===== src/rtl/pattern_search_top.sv =====
// Pattern search engine: scans a 32-byte message in local memory for a 5-bit pattern
// and writes the byte, occurrence and stream match counts back to memory.

module pattern_search_dm #(
  parameter int MEM_DEPTH = 256,
  parameter int AW        = $clog2(MEM_DEPTH)
) (
  input  logic          clk,
  input  logic          i_we,
  input  logic [AW-1:0] i_waddr,
  input  logic [7:0]    i_wdata,
  input  logic [AW-1:0] i_raddr,
  output logic [7:0]    o_rdata
);
  logic [7:0] core [0:MEM_DEPTH-1];

  always_ff @(posedge clk) begin
    if (i_we) core[i_waddr] <= i_wdata;
  end

  assign o_rdata = core[i_raddr];
endmodule

module pattern_search_top #(
  parameter int MEM_DEPTH = 256,
  parameter int MSG_BYTES = 32
) (
  input  logic clk,
  input  logic reset,
  input  logic req,
  output logic done
);
  localparam int AW = $clog2(MEM_DEPTH);
  localparam int IW = $clog2(MSG_BYTES);

  typedef enum logic [2:0] {S_IDLE, S_SCAN, S_WR33, S_WR34, S_WR35, S_DONE} state_t;

  state_t        r_state;
  logic [IW-1:0] r_idx;
  logic [4:0]    r_pat;
  logic [3:0]    r_prev;
  logic          r_prev_vld;
  logic [7:0]    r_ctb, r_cto, r_cts;
  logic          r_done;

  logic [AW-1:0] w_raddr, w_waddr;
  logic [7:0]    w_rdata, w_wdata, w_cross;
  logic          w_we;
  logic [3:0]    w_in_hits, w_x_hits;
  logic [2:0]    w_n_in, w_n_x;

  function automatic logic [2:0] popcnt4(input logic [3:0] v);
    popcnt4 = 3'(v[0]) + 3'(v[1]) + 3'(v[2]) + 3'(v[3]);
  endfunction

  // Outside SCAN the read port sits on the pattern byte so a start can latch it
  assign w_raddr = (r_state == S_SCAN) ? AW'(r_idx) : AW'(MSG_BYTES);

  pattern_search_dm #(.MEM_DEPTH(MEM_DEPTH)) dm1 (
    .clk     (clk),
    .i_we    (w_we),
    .i_waddr (w_waddr),
    .i_wdata (w_wdata),
    .i_raddr (w_raddr),
    .o_rdata (w_rdata)
  );

  assign w_cross = {r_prev, w_rdata[7:4]};

  always_comb begin
    for (int k = 0; k < 4; k++) begin
      w_in_hits[k] = (w_rdata[k +: 5] == r_pat);
      w_x_hits[k]  = r_prev_vld && (w_cross[k +: 5] == r_pat);
    end
    w_n_in = popcnt4(w_in_hits);
    w_n_x  = popcnt4(w_x_hits);
  end

  always_comb begin
    w_we    = 1'b0;
    w_waddr = AW'(MSG_BYTES + 1);
    w_wdata = r_ctb;
    case (r_state)
      S_WR33: begin w_we = !reset; w_waddr = AW'(MSG_BYTES + 1); w_wdata = r_ctb; end
      S_WR34: begin w_we = !reset; w_waddr = AW'(MSG_BYTES + 2); w_wdata = r_cto; end
      S_WR35: begin w_we = !reset; w_waddr = AW'(MSG_BYTES + 3); w_wdata = r_cts; end
      default: ;
    endcase
  end

  always_ff @(posedge clk) begin
    if (reset) begin
      r_state    <= S_IDLE;
      r_idx      <= '0;
      r_pat      <= '0;
      r_prev     <= '0;
      r_prev_vld <= 1'b0;
      r_ctb      <= '0;
      r_cto      <= '0;
      r_cts      <= '0;
      r_done     <= 1'b0;
    end else begin
      case (r_state)
        S_IDLE, S_DONE: begin
          if (req) begin
            r_state    <= S_SCAN;
            r_idx      <= '0;
            r_pat      <= w_rdata[4:0];
            r_prev     <= '0;
            r_prev_vld <= 1'b0;
            r_ctb      <= '0;
            r_cto      <= '0;
            r_cts      <= '0;
            r_done     <= 1'b0;
          end else begin
            r_done <= (r_state == S_DONE);
          end
        end
        S_SCAN: begin
          r_ctb      <= r_ctb + 8'(w_n_in);
          r_cto      <= r_cto + 8'(|w_in_hits);
          r_cts      <= r_cts + 8'(w_n_in) + 8'(w_n_x);
          r_prev     <= w_rdata[3:0];
          r_prev_vld <= 1'b1;
          r_idx      <= r_idx + 1'b1;
          if (r_idx == IW'(MSG_BYTES - 1)) r_state <= S_WR33;
        end
        S_WR33:  r_state <= S_WR34;
        S_WR34:  r_state <= S_WR35;
        S_WR35:  r_state <= S_DONE;
        default: r_state <= S_IDLE;
      endcase
    end
  end

  assign done = r_done;
endmodule


===== config.mk =====
export PLATFORM = sky130hd
export DESIGN_NAME = pattern_search_top
export DESIGN_NICKNAME = d
export VERILOG_FILES = /design/src/rtl/pattern_search_top.sv
export SDC_FILE = /design/constraint.sdc
export NUM_CORES = 1
export LEC_CHECK = 0
export CORE_AREA = 2 2 39 41
export DETAILED_ROUTE_END_ITERATION = 10
export DIE_AREA = 0 0 41 43
export HOLD_SLACK_MARGIN = 0.03
export PLACE_DENSITY = 0.56
export SYNTH_ARGS = -nofsm -noshare
export SYNTH_HDL_FRONTEND = slang
export SYNTH_HIERARCHICAL = 1
export SYNTH_SLANG_ARGS = --single-unit

===== constraint.sdc =====
create_clock -name clk -period 2.2 [get_ports clk]
set_input_delay 0.44 -clock clk [delete_from_list [all_inputs] [get_ports clk]]
set_output_delay 0.44 -clock clk [all_outputs]
set_load 0.1 [all_outputs]

==> qor.yml, run 1 <==
sta:
  maxSlewViolCount: 0
  clock_skew_ns: 0.006373
  setup_viol: 0
  fmax_ghz: 0.6853
  worst_pin_slew_ns: 0.3549
  rsz0062_at_grt: "no"
  fin_crit_ns: 1.459
  finalCritPeriodShare_pct: 66.33
  relSlewSlack_pct: 76.27
  fin_setup_tns_ns: 0
  finalHoldViolCount: 0
  holdWs_ns: 0.4947
worst_setup_path:
  startpoint_type: "flop"
  critPathCaptureType: "flop"
  cp_cell_sequence: "ha_1 > and3_1 > ha_1 > nand2_1 > mux2_2 > nor3_1"
  cp_data_required_time_ns: 2.39
  path_class: "reg2reg"
  path_max_fanout: 5
  crit_top_cell: "ha_1"
  critPathMaxStageDelay_ns: 0.39
  cp_slowest_cell: "dfxtp_1"
  cp.arrival_ns: 1.65
clock_network:
  numCtsBuffers: 3
  cts_tree: "yes"
  h-tree-depth: 1
  cts_setup_buffers: 0
  cts_root_buf: "clkbuf_4"
  worstSkewPairLatency_ns: 0.26
  clock-sinks: 9
  ctsResizeCount: 0
  cts.reportedPaths.clkPinSlew_ns: 0.06
  clk_path_buf_depth: 2
  holdBufCountCts: 0
hold_path:
  worstHoldPathType: "reg2reg"
floorplanning:
  start_util_pct: 35.71
  dieHeight_um: 43
  io_pins: 4
  dieArea_um2: 1763
  core_um2: 1384
  fp-row-count: 14
  die_x_um: 41
layout:
  final_cell_mix: "9 x dfxtp_1, 7 x a21oi_1, 6 x nand2_1"
  multi_input_area_um2: 294.0
  fillers: 148
  regArea_um2: 180.2
  final_area_um2: 548.0
  final_layout_size_suffix_gt1_share_pct: 13.79
  final_common_cell: "dfxtp_1"
  area_growth_pct: 10.89
  nNetsFinal: 64
  antenna_cells: 0
  finish.utilization_pct: 39.60
synthesis:
  syn_inst: 54
  syn_avg_cell_area_um2: 9.152
  seq_area_frac_synth_pct: 36.46
  synth_warnings: 6
  synth_cell_type_count: 27
  syn_nets: 59
  ys_ff_latch: 9
  synth_area_um2: 494.2
routing:
  drc: 0
  wl_um: 886
  ant_nets: 0
  drt_iter0_markers: 5
  vias_per_cell: 5.338
  via_count: 395
  dr.pass1.iters: 2
  avgRoutedWirePerCell_um: 11.97
global_routing:
  grt_remaining_overflow: 0
  grt_max_degree: 12
  antenna_found_initial: 0
  grt_pass1_vias: 389
  grt_use_total_pct: 14.30
  grt_pass1_wl_um: 1697
power:
  leakage_nw: 0.1959
  peakVddDrop_mv: 0.2419
  powerDensity_nw_per_um2: 606.9
  p_total_mw: 0.3326
placed_design:
  numPortBuffers: 3
  postPlaceCellArea_um2: 521.8
  place_congestion: 0.6477
  place_hpwl_um: 643.1
job:
  maxCapViolCount: 0
status:
  status: "finished, final reports clean"
## synth_stat cells
master / instances / area, µm²
a21o_1: 1 / 7.510
a21oi_1: 7 / 35.03
a311oi_1: 1 / 8.760
a311oi_2: 1 / 15.01
a41oi_1: 1 / 8.760
and2b_1: 1 / 7.510
and3_1: 1 / 6.260
buf_1: 1 / 3.750
buf_2: 1 / 5.000
buf_6: 1 / 11.26
dfxtp_1: 9 / 180.2
ha_1: 2 / 25.02
mux2_2: 1 / 11.26
nand2_1: 6 / 22.52
nand2b_1: 3 / 18.77
nand3_1: 1 / 5.000
nand3b_1: 1 / 7.510
nor2b_1: 3 / 18.77
nor3_1: 1 / 5.000
nor3b_1: 1 / 7.510
nor3b_4: 1 / 18.77
o211ai_1: 3 / 22.52
o21ai_0: 2 / 10.01
o21ai_2: 1 / 8.760
o21bai_1: 1 / 7.510
or2b_1: 1 / 7.510
or3b_1: 1 / 8.760
## per-layer routing
layer | track usage, % | routed length (µm) | up-vias
met5 | 0 | 0 | -
met4 | 10.00 | 25 | 0
met3 | 3.141 | 25 | 4
met2 | 18.75 | 389 | 6
met1 | 19.81 | 445 | 178
li1 | - | - | 207
## logic make-up (layout without fill, tap and decap cells)
family	Yosys count	in the layout	synth area share [%]
AND/OR/NAND/NOR	21	21	27.09
AO/OA/AOI/OAI	18	18	25.06
flip-flops	9	9	36.46
buffers and inverters	3	7	4.049
adder cells (fa/ha/maj)	2	2	5.062
multiplexers	1	1	2.278
## per-stage QoR
stage                     worst slack, ns  cells
after global routing               0.6006     74
after floorplan                    0.8085     54
after CTS                          0.7238     74
after global placement             0.6889     70
final                              0.7407     74
after detailed placement           0.6685     70
## sequential cells by signal (all words and copies together), names as in the netlist
signal / cells
done: 1
r_idx: 5
r_state: 3
## worst max-delay path: cells and delay by family (launching register included)
| kind | cells | cell delay, ns |
|---|---|---|
| and+or+nand+nor | 3 | 0.34 |
| adders and majority gates | 2 | 0.39 |
| muxes | 1 | 0.26 |
| DFF | 1 | 0.39 |
## worst paths after layout
| kind | start | to | slack [ns] | cells after the start |
|---|---|---|---|---|
| max reg2reg | r_idx[0]$_SDFFE_PP0P_ | r_state[1]$_SDFFE_PP0P_ | 0.74 | 6 |
| min reg2reg | done$_SDFFE_PP0N_ | done$_SDFFE_PP0N_ | 0.49 | 2 |
| min | done$_SDFFE_PP0N_ | done$_SDFFE_PP0N_ | 0.49 | 2 |
| max | r_idx[0]$_SDFFE_PP0P_ | r_state[1]$_SDFFE_PP0P_ | 0.74 | 6 |
## where the power goes
part,switching (mW),internal (mW)
registers,0.00594,0.167
clock network,0.0589,0.0699
logic,0.0157,0.0156
## layout make-up
class / instances / share of cell area, %
Multi-Input combinational cell: 42 / 53.65
Sequential cell: 9 / 32.88
Timing Repair Buffer: 3 / 5.023
Clock buffer: 4 / 4.795
Tap cell: 16 / 3.653
No activity file was read; power rests on OpenSTA's default activity.
==> inputs of run 2 (changes only) <==
--- a/config.mk
+++ b/config.mk
@@ -9,7 +9,7 @@
 export DETAILED_ROUTE_END_ITERATION = 10
 export DIE_AREA = 0 0 41 43
 export HOLD_SLACK_MARGIN = 0.03
-export PLACE_DENSITY = 0.56
+export PLACE_DENSITY = 0.58
 export SYNTH_ARGS = -nofsm -noshare
 export SYNTH_HDL_FRONTEND = slang
 export SYNTH_HIERARCHICAL = 1
==> constraint.sdc (replaced) <==
create_clock -name clk -period 1.3 [get_ports clk]
set_input_delay 0.26 -clock clk [delete_from_list [all_inputs] [get_ports clk]]
set_output_delay 0.26 -clock clk [all_outputs]
set_load 0.1 [all_outputs]
==> run 2 against run 1 <==
Net effect: combinational power up 140%; fmax up 13%; routed wire length up 3.7%; cell count up 8.1%; utilization up 6.1 points; total power up 73%; via count up 6.3%.
==> qor.yml, run 2 (synthesized netlist as in run 1, its figures left out) <==
status:
  status: "finished, final reports clean"  # unchanged
sta:
  worst_pin_slew_ns: 0.3912  # was 0.3549 ns
  setup_viol: 0  # unchanged
  worst_slack_ns: 0.01055  # was 0.7407 ns
  fmax_ghz: 0.7755  # was 0.6853 GHz
  finalHoldViolCount: 0  # unchanged
  clock_skew_ns: 0.001365  # was 0.006373 ns
  rsz0062_at_grt: "yes"  # was no
  fin_crit_ns: 1.289  # was 1.459 ns
  finalCritPeriodShare_pct: 99.19  # was 66.33%
  fin_setup_tns_ns: 0  # unchanged
  relSlewSlack_pct: 73.84  # was 76.27%
  maxSlewViolCount: 0  # unchanged
worst_setup_path:
  r2r-start: "r_idx[1]$_SDFFE_PP0P_"  # was r_idx[0]$_SDFFE_PP0P_
  startpoint: "r_idx[1]$_SDFFE_PP0P_"  # was r_idx[0]$_SDFFE_PP0P_
  cp_data_required_time_ns: 1.48  # was 2.39 ns
  critPathCaptureType: "flop"  # unchanged
  cp.arrival_ns: 1.47  # was 1.65 ns
  startpoint_type: "flop"  # unchanged
  path_max_fanout: 3  # was 5
  path_class: "reg2reg"  # unchanged
clock_network:
  h-tree-depth: 1  # unchanged
  clk_path_buf_depth: 2  # unchanged
  worstSkewPairLatency_ns: 0.25  # was 0.26 ns
  cts.reportedPaths.clkPinSlew_ns: 0.06  # about the same
  clock-sinks: 9  # unchanged
  holdBufCountCts: 0  # unchanged
  cts_tree: "yes"  # unchanged
  numCtsBuffers: 3  # unchanged
  cts_setup_buffers: 0  # unchanged
  cts_root_buf: "clkbuf_4"  # unchanged
global_routing:
  grt_pass1_vias: 389  # unchanged
  grt_pass1_wl_um: 1683  # was 1697 µm
  grt_max_degree: 10  # was 12
  antenna_found_initial: 0  # unchanged
  grt_remaining_overflow: 0  # unchanged
  grt_use_total_pct: 13.90  # was 14.30%
layout:
  multi_input_area_um2: 314.1  # was 294.0 µm²
  nNetsFinal: 70  # was 64
  final_cells: 80  # was 74
  largest_reg_flops: 5  # unchanged
  finish.utilization_pct: 45.66  # was 39.60%
  area_growth_pct: 27.85  # was 10.89%
  final_cell_mix: "7 x a21oi_1, 6 x nand2_1, 6 x buf_4, 5 x dfxtp_2, 4 x dfxtp_1"  # was 9 x dfxtp_1, 7 x a21oi_1, 6 x nand2_1
  fillers: 142  # was 148
  antenna_cells: 0  # unchanged
  final_area_um2: 631.9  # was 548.0 µm²
  regArea_um2: 186.4  # was 180.2 µm²
  final_common_cell: "a21oi_1"  # was dfxtp_1
  regMostFlops: "r_idx"  # unchanged
  final_layout_size_suffix_gt1_share_pct: 34.38  # was 13.79%
placed_design:
  numPortBuffers: 3  # unchanged
  dp_cells: 76  # was 70
  place_hpwl_um: 664.9  # was 643.1 µm
  place_congestion: 0.6872  # was 0.6477
  postPlaceCellArea_um2: 580.6  # was 521.8 µm²
  post-place-ws_ns: -0.04408  # was 0.6685 ns
floorplanning:
  core_um2: 1384  # unchanged
  die_x_um: 41  # unchanged
  dieArea_um2: 1763  # unchanged
  fp-row-count: 14  # unchanged
  start_util_pct: 35.71  # unchanged
  io_pins: 4  # unchanged
  dieHeight_um: 43  # unchanged
routing:
  ant_nets: 0  # unchanged
  via_count: 420  # was 395
  dr.pass1.iters: 4  # was 2
  vias_per_cell: 5.250  # was 5.338
  avgRoutedWirePerCell_um: 11.49  # was 11.97 µm
  drt_iter0_markers: 2  # was 5
  drc: 0  # unchanged
  wl_um: 919  # was 886 µm
power:
  peakVddDrop_mv: 0.5166  # was 0.2419 mV
  leakage_nw: 0.2289  # was 0.1959 nW
  powerDensity_nw_per_um2: 909.1  # was 606.9 nW/µm²
job:
  maxCapViolCount: 0  # unchanged
hold_path:
  worstHoldStart: "r_idx[4]$_SDFFE_PP0P_"  # was done$_SDFFE_PP0N_
  worstHoldPathType: "reg2reg"  # unchanged
==> run 2: layout make-up <==
cell class                 count  share of cell area, %
multi-input combinational     42                  49.70
timing repair buffer           9                  13.47
tap                           16                  3.168
clock buffer                   4                  4.158
sequential                     9                  29.50
==> run 2: report_power, final <==
group | internal [mW] | switching (mW)
clock network | 0.118 | 0.0918
logic | 0.0399 | 0.0340
registers | 0.283 | 0.00765
total | 0.441 | 0.133
==> run 2: layer usage <==
| metal | wire [µm] | track usage (%) | vias to the layer above |
|---|---|---|---|
| li1 | - | - | 219 |
| met1 | 417 | 17.86 | 198 |
| met2 | 478 | 20.94 | 3 |
| met3 | 23 | 3.665 | 0 |
| met4 | 0 | 6.000 | 0 |
| met5 | 0 | 0 | - |
==> run 2: timing repair <==
item                                    in CTS  in global routing
resized for setup                            5                  3
pin swaps                                    1                  1
endpoints found under the setup margin       1                  3
cloned                                       0                  0
==> run 2: critical path, stage by stage (launching register included) <==
cell and delay (ns):
dfxtp_2 0.35, ha_4 0.14, and3_1 0.16, ha_2 0.18
nand2_1 0.05, mux2_2 0.26, nor3_2 0.09
==> run 2: final timing paths <==
path,cells after the start,endpoint,slack (ns)
worst min-delay path,2,r_idx[4]$_SDFFE_PP0P_,0.51
worst min register to register,2,r_idx[4]$_SDFFE_PP0P_,0.51
worst max-delay path,6,r_state[1]$_SDFFE_PP0P_,0.01
worst max register to register,6,r_state[1]$_SDFFE_PP0P_,0.01
==> run 2: stage by stage <==
step | power, mW | hold WS, ns
after floorplan | 0.3380 | 0.4680
after global placement | 0.3651 | 0.4991
after detailed placement | 0.3649 | 0.5014
after CTS | 0.5824 | 0.5138
after global routing | 0.6120 | 0.5490
final | 0.5744 | 0.5089
==> inputs of run 3 (changes only) <==
--- a/config.mk
+++ b/config.mk
@@ -9,7 +9,7 @@
 export DETAILED_ROUTE_END_ITERATION = 10
 export DIE_AREA = 0 0 41 43
 export HOLD_SLACK_MARGIN = 0.03
-export PLACE_DENSITY = 0.58
+export PLACE_DENSITY = 0.56
 export SYNTH_ARGS = -nofsm -noshare
 export SYNTH_HDL_FRONTEND = slang
 export SYNTH_HIERARCHICAL = 1
==> constraint.sdc (replaced) <==
create_clock -name clk -period 1.6 [get_ports clk]
set_input_delay 0.32 -clock clk [delete_from_list [all_inputs] [get_ports clk]]
set_output_delay 0.32 -clock clk [all_outputs]
set_load 0.1 [all_outputs]
==> run 3 against run 2 <==
Net effect: register-to-register slack gained 0.097 ns; setup slack better by 0.097 ns; clock power shrank 17%; largest cell class unchanged; highest routed layer unchanged; cell area fell by 11%.
==> qor.yml, run 3 (synthesized netlist as in run 1, its figures left out) <==
layout:
  largest_reg_flops: 5  # unchanged
  nNetsFinal: 64  # was 70
  final_cell_mix: "9 x dfxtp_1, 7 x a21oi_1, 6 x nand2_1"  # was 7 x a21oi_1, 6 x nand2_1, 6 x buf_4, 5 x dfxtp_2, 4 x dfxtp_1
  regMostFlops: "r_idx"  # unchanged
  area_growth_pct: 13.42  # was 27.85%
  final_common_cell: "dfxtp_1"  # was a21oi_1
  final_cells: 74  # was 80
  antenna_cells: 0  # unchanged
  final_layout_size_suffix_gt1_share_pct: 13.79  # was 34.38%
placed_design:
  numPortBuffers: 3  # unchanged
  post-place-ws_ns: 0.1271  # was -0.04408 ns
  place_hpwl_um: 598.7  # was 664.9 µm
  dp_cells: 70  # was 76
  place_congestion: 0.7312  # was 0.6872
routing:
  avgRoutedWirePerCell_um: 11.53  # was 11.49 µm
  wl_um: 853  # was 919 µm
  drc: 0  # unchanged
  via_count: 398  # was 420
  ant_nets: 0  # unchanged
  drt_iter0_markers: 4  # was 2
  dr.pass1.iters: 4  # unchanged
  vias_per_cell: 5.378  # was 5.250
clock_network:
  clk_path_buf_depth: 2  # unchanged
  cts_tree: "yes"  # unchanged
  clock-sinks: 9  # unchanged
  worstSkewPairLatency_ns: 0.26  # was 0.25 ns
  cts_setup_buffers: 0  # unchanged
  cts_root_buf: "clkbuf_4"  # unchanged
  ctsResizeCount: 0  # was 5
  holdBufCountCts: 0  # unchanged
  h-tree-depth: 1  # unchanged
  numCtsBuffers: 3  # unchanged
  cts.reportedPaths.clkPinSlew_ns: 0.06  # about the same
sta:
  fin_setup_tns_ns: 0  # unchanged
  finalCritPeriodShare_pct: 93.31  # was 99.19%
  relSlewSlack_pct: 75.84  # was 73.84%
  clock_skew_ns: 0.003973  # was 0.001365 ns
  worst_slack_ns: 0.1071  # was 0.01055 ns
  maxSlewViolCount: 0  # unchanged
  rsz0062_at_grt: "no"  # was yes
  finalHoldViolCount: 0  # unchanged
  worst_pin_slew_ns: 0.3613  # was 0.3912 ns
  fin_crit_ns: 1.493  # was 1.289 ns
  fmax_ghz: 0.6698  # was 0.7755 GHz
  setup_viol: 0  # unchanged
global_routing:
  grt_max_degree: 12  # was 10
  grt_use_total_pct: 12.29  # was 13.90%
  antenna_found_initial: 0  # unchanged
  grt_pass1_vias: 332  # was 389
  grt_remaining_overflow: 0  # unchanged
  grt_pass1_wl_um: 1386  # was 1683 µm
worst_setup_path:
  cp_data_required_time_ns: 1.78  # was 1.48 ns
  startpoint_type: "flop"  # unchanged
  path_max_fanout: 5  # was 3
  cp.arrival_ns: 1.67  # was 1.47 ns
  critPathCaptureType: "flop"  # unchanged
  path_class: "reg2reg"  # unchanged
floorplanning:
  die_x_um: 41  # unchanged
  io_pins: 4  # unchanged
  fp-row-count: 14  # unchanged
  dieHeight_um: 43  # unchanged
  start_util_pct: 35.71  # unchanged
  core_um2: 1384  # unchanged
  dieArea_um2: 1763  # unchanged
status:
  status: "finished, final reports clean"  # unchanged
power:
  peakVddDrop_mv: 0.3531  # was 0.5166 mV
  powerDensity_nw_per_um2: 810.5  # was 909.1 nW/µm²
  leakage_nw: 0.1986  # was 0.2289 nW
hold_path:
  worstHoldPathType: "reg2reg"  # unchanged
job:
  maxCapViolCount: 0  # unchanged
## run 3: report_power, final
group	switching (mW)	internal, mW
logic	0.0215	0.0213
clock network	0.0781	0.0960
registers	0.00843	0.229
## run 3: final timing paths
path,startpoint,to,slack (ns),cells after the start
max reg2reg,r_idx[0]$_SDFFE_PP0P_,r_state[1]$_SDFFE_PP0P_,0.11,6
min,r_idx[3]$_SDFFE_PP0P_,r_idx[3]$_SDFFE_PP0P_,0.51,1
min reg2reg,r_idx[3]$_SDFFE_PP0P_,r_idx[3]$_SDFFE_PP0P_,0.51,1
max,r_idx[0]$_SDFFE_PP0P_,r_state[1]$_SDFFE_PP0P_,0.11,6
## run 3: critical path, cell delays in order (launching register included)
cell     delay (ns)
dfxtp_1        0.40
ha_1           0.22
and3_1         0.18
ha_1           0.18
nand2_1        0.06
mux2_2         0.26
nor3_1         0.11
## run 3: area by class of cell
| type | instances | area, µm² |
|---|---|---|
| timing repair buffer | 3 | 40.04 |
| sequential | 9 | 180.2 |
| tap | 16 | 20.02 |
| clock buffer | 4 | 26.28 |
| multi-input combinational | 42 | 294.0 |
| fill | 149 | 823.3 |
## run 3: layer usage
| layer | GRT usage [%] | up-vias | wire length, µm |
|---|---|---|---|
| met2 | 15.31 | 7 | 384 |
| met3 | 9.424 | 0 | 48 |
| li1 | - | 204 | - |
| met5 | 0 | - | 0 |
| met1 | 15.91 | 187 | 420 |
| met4 | 4.000 | 0 | 0 |
## run 3: through the flow
step,cell area (µm²),hold slack (ns),utilization [%],power (mW)
4_1_cts,560.5,0.5036,40.51,0.4652
5_1_grt,560.5,0.5278,40.51,0.4859
6_report,560.5,0.5056,40.51,0.4543
3_3_place_gp,534.3,0.4970,38.61,0.2858
3_5_place_dp,534.3,0.4939,38.61,0.2854
2_1_floorplan,494.2,0.4687,-,0.2747
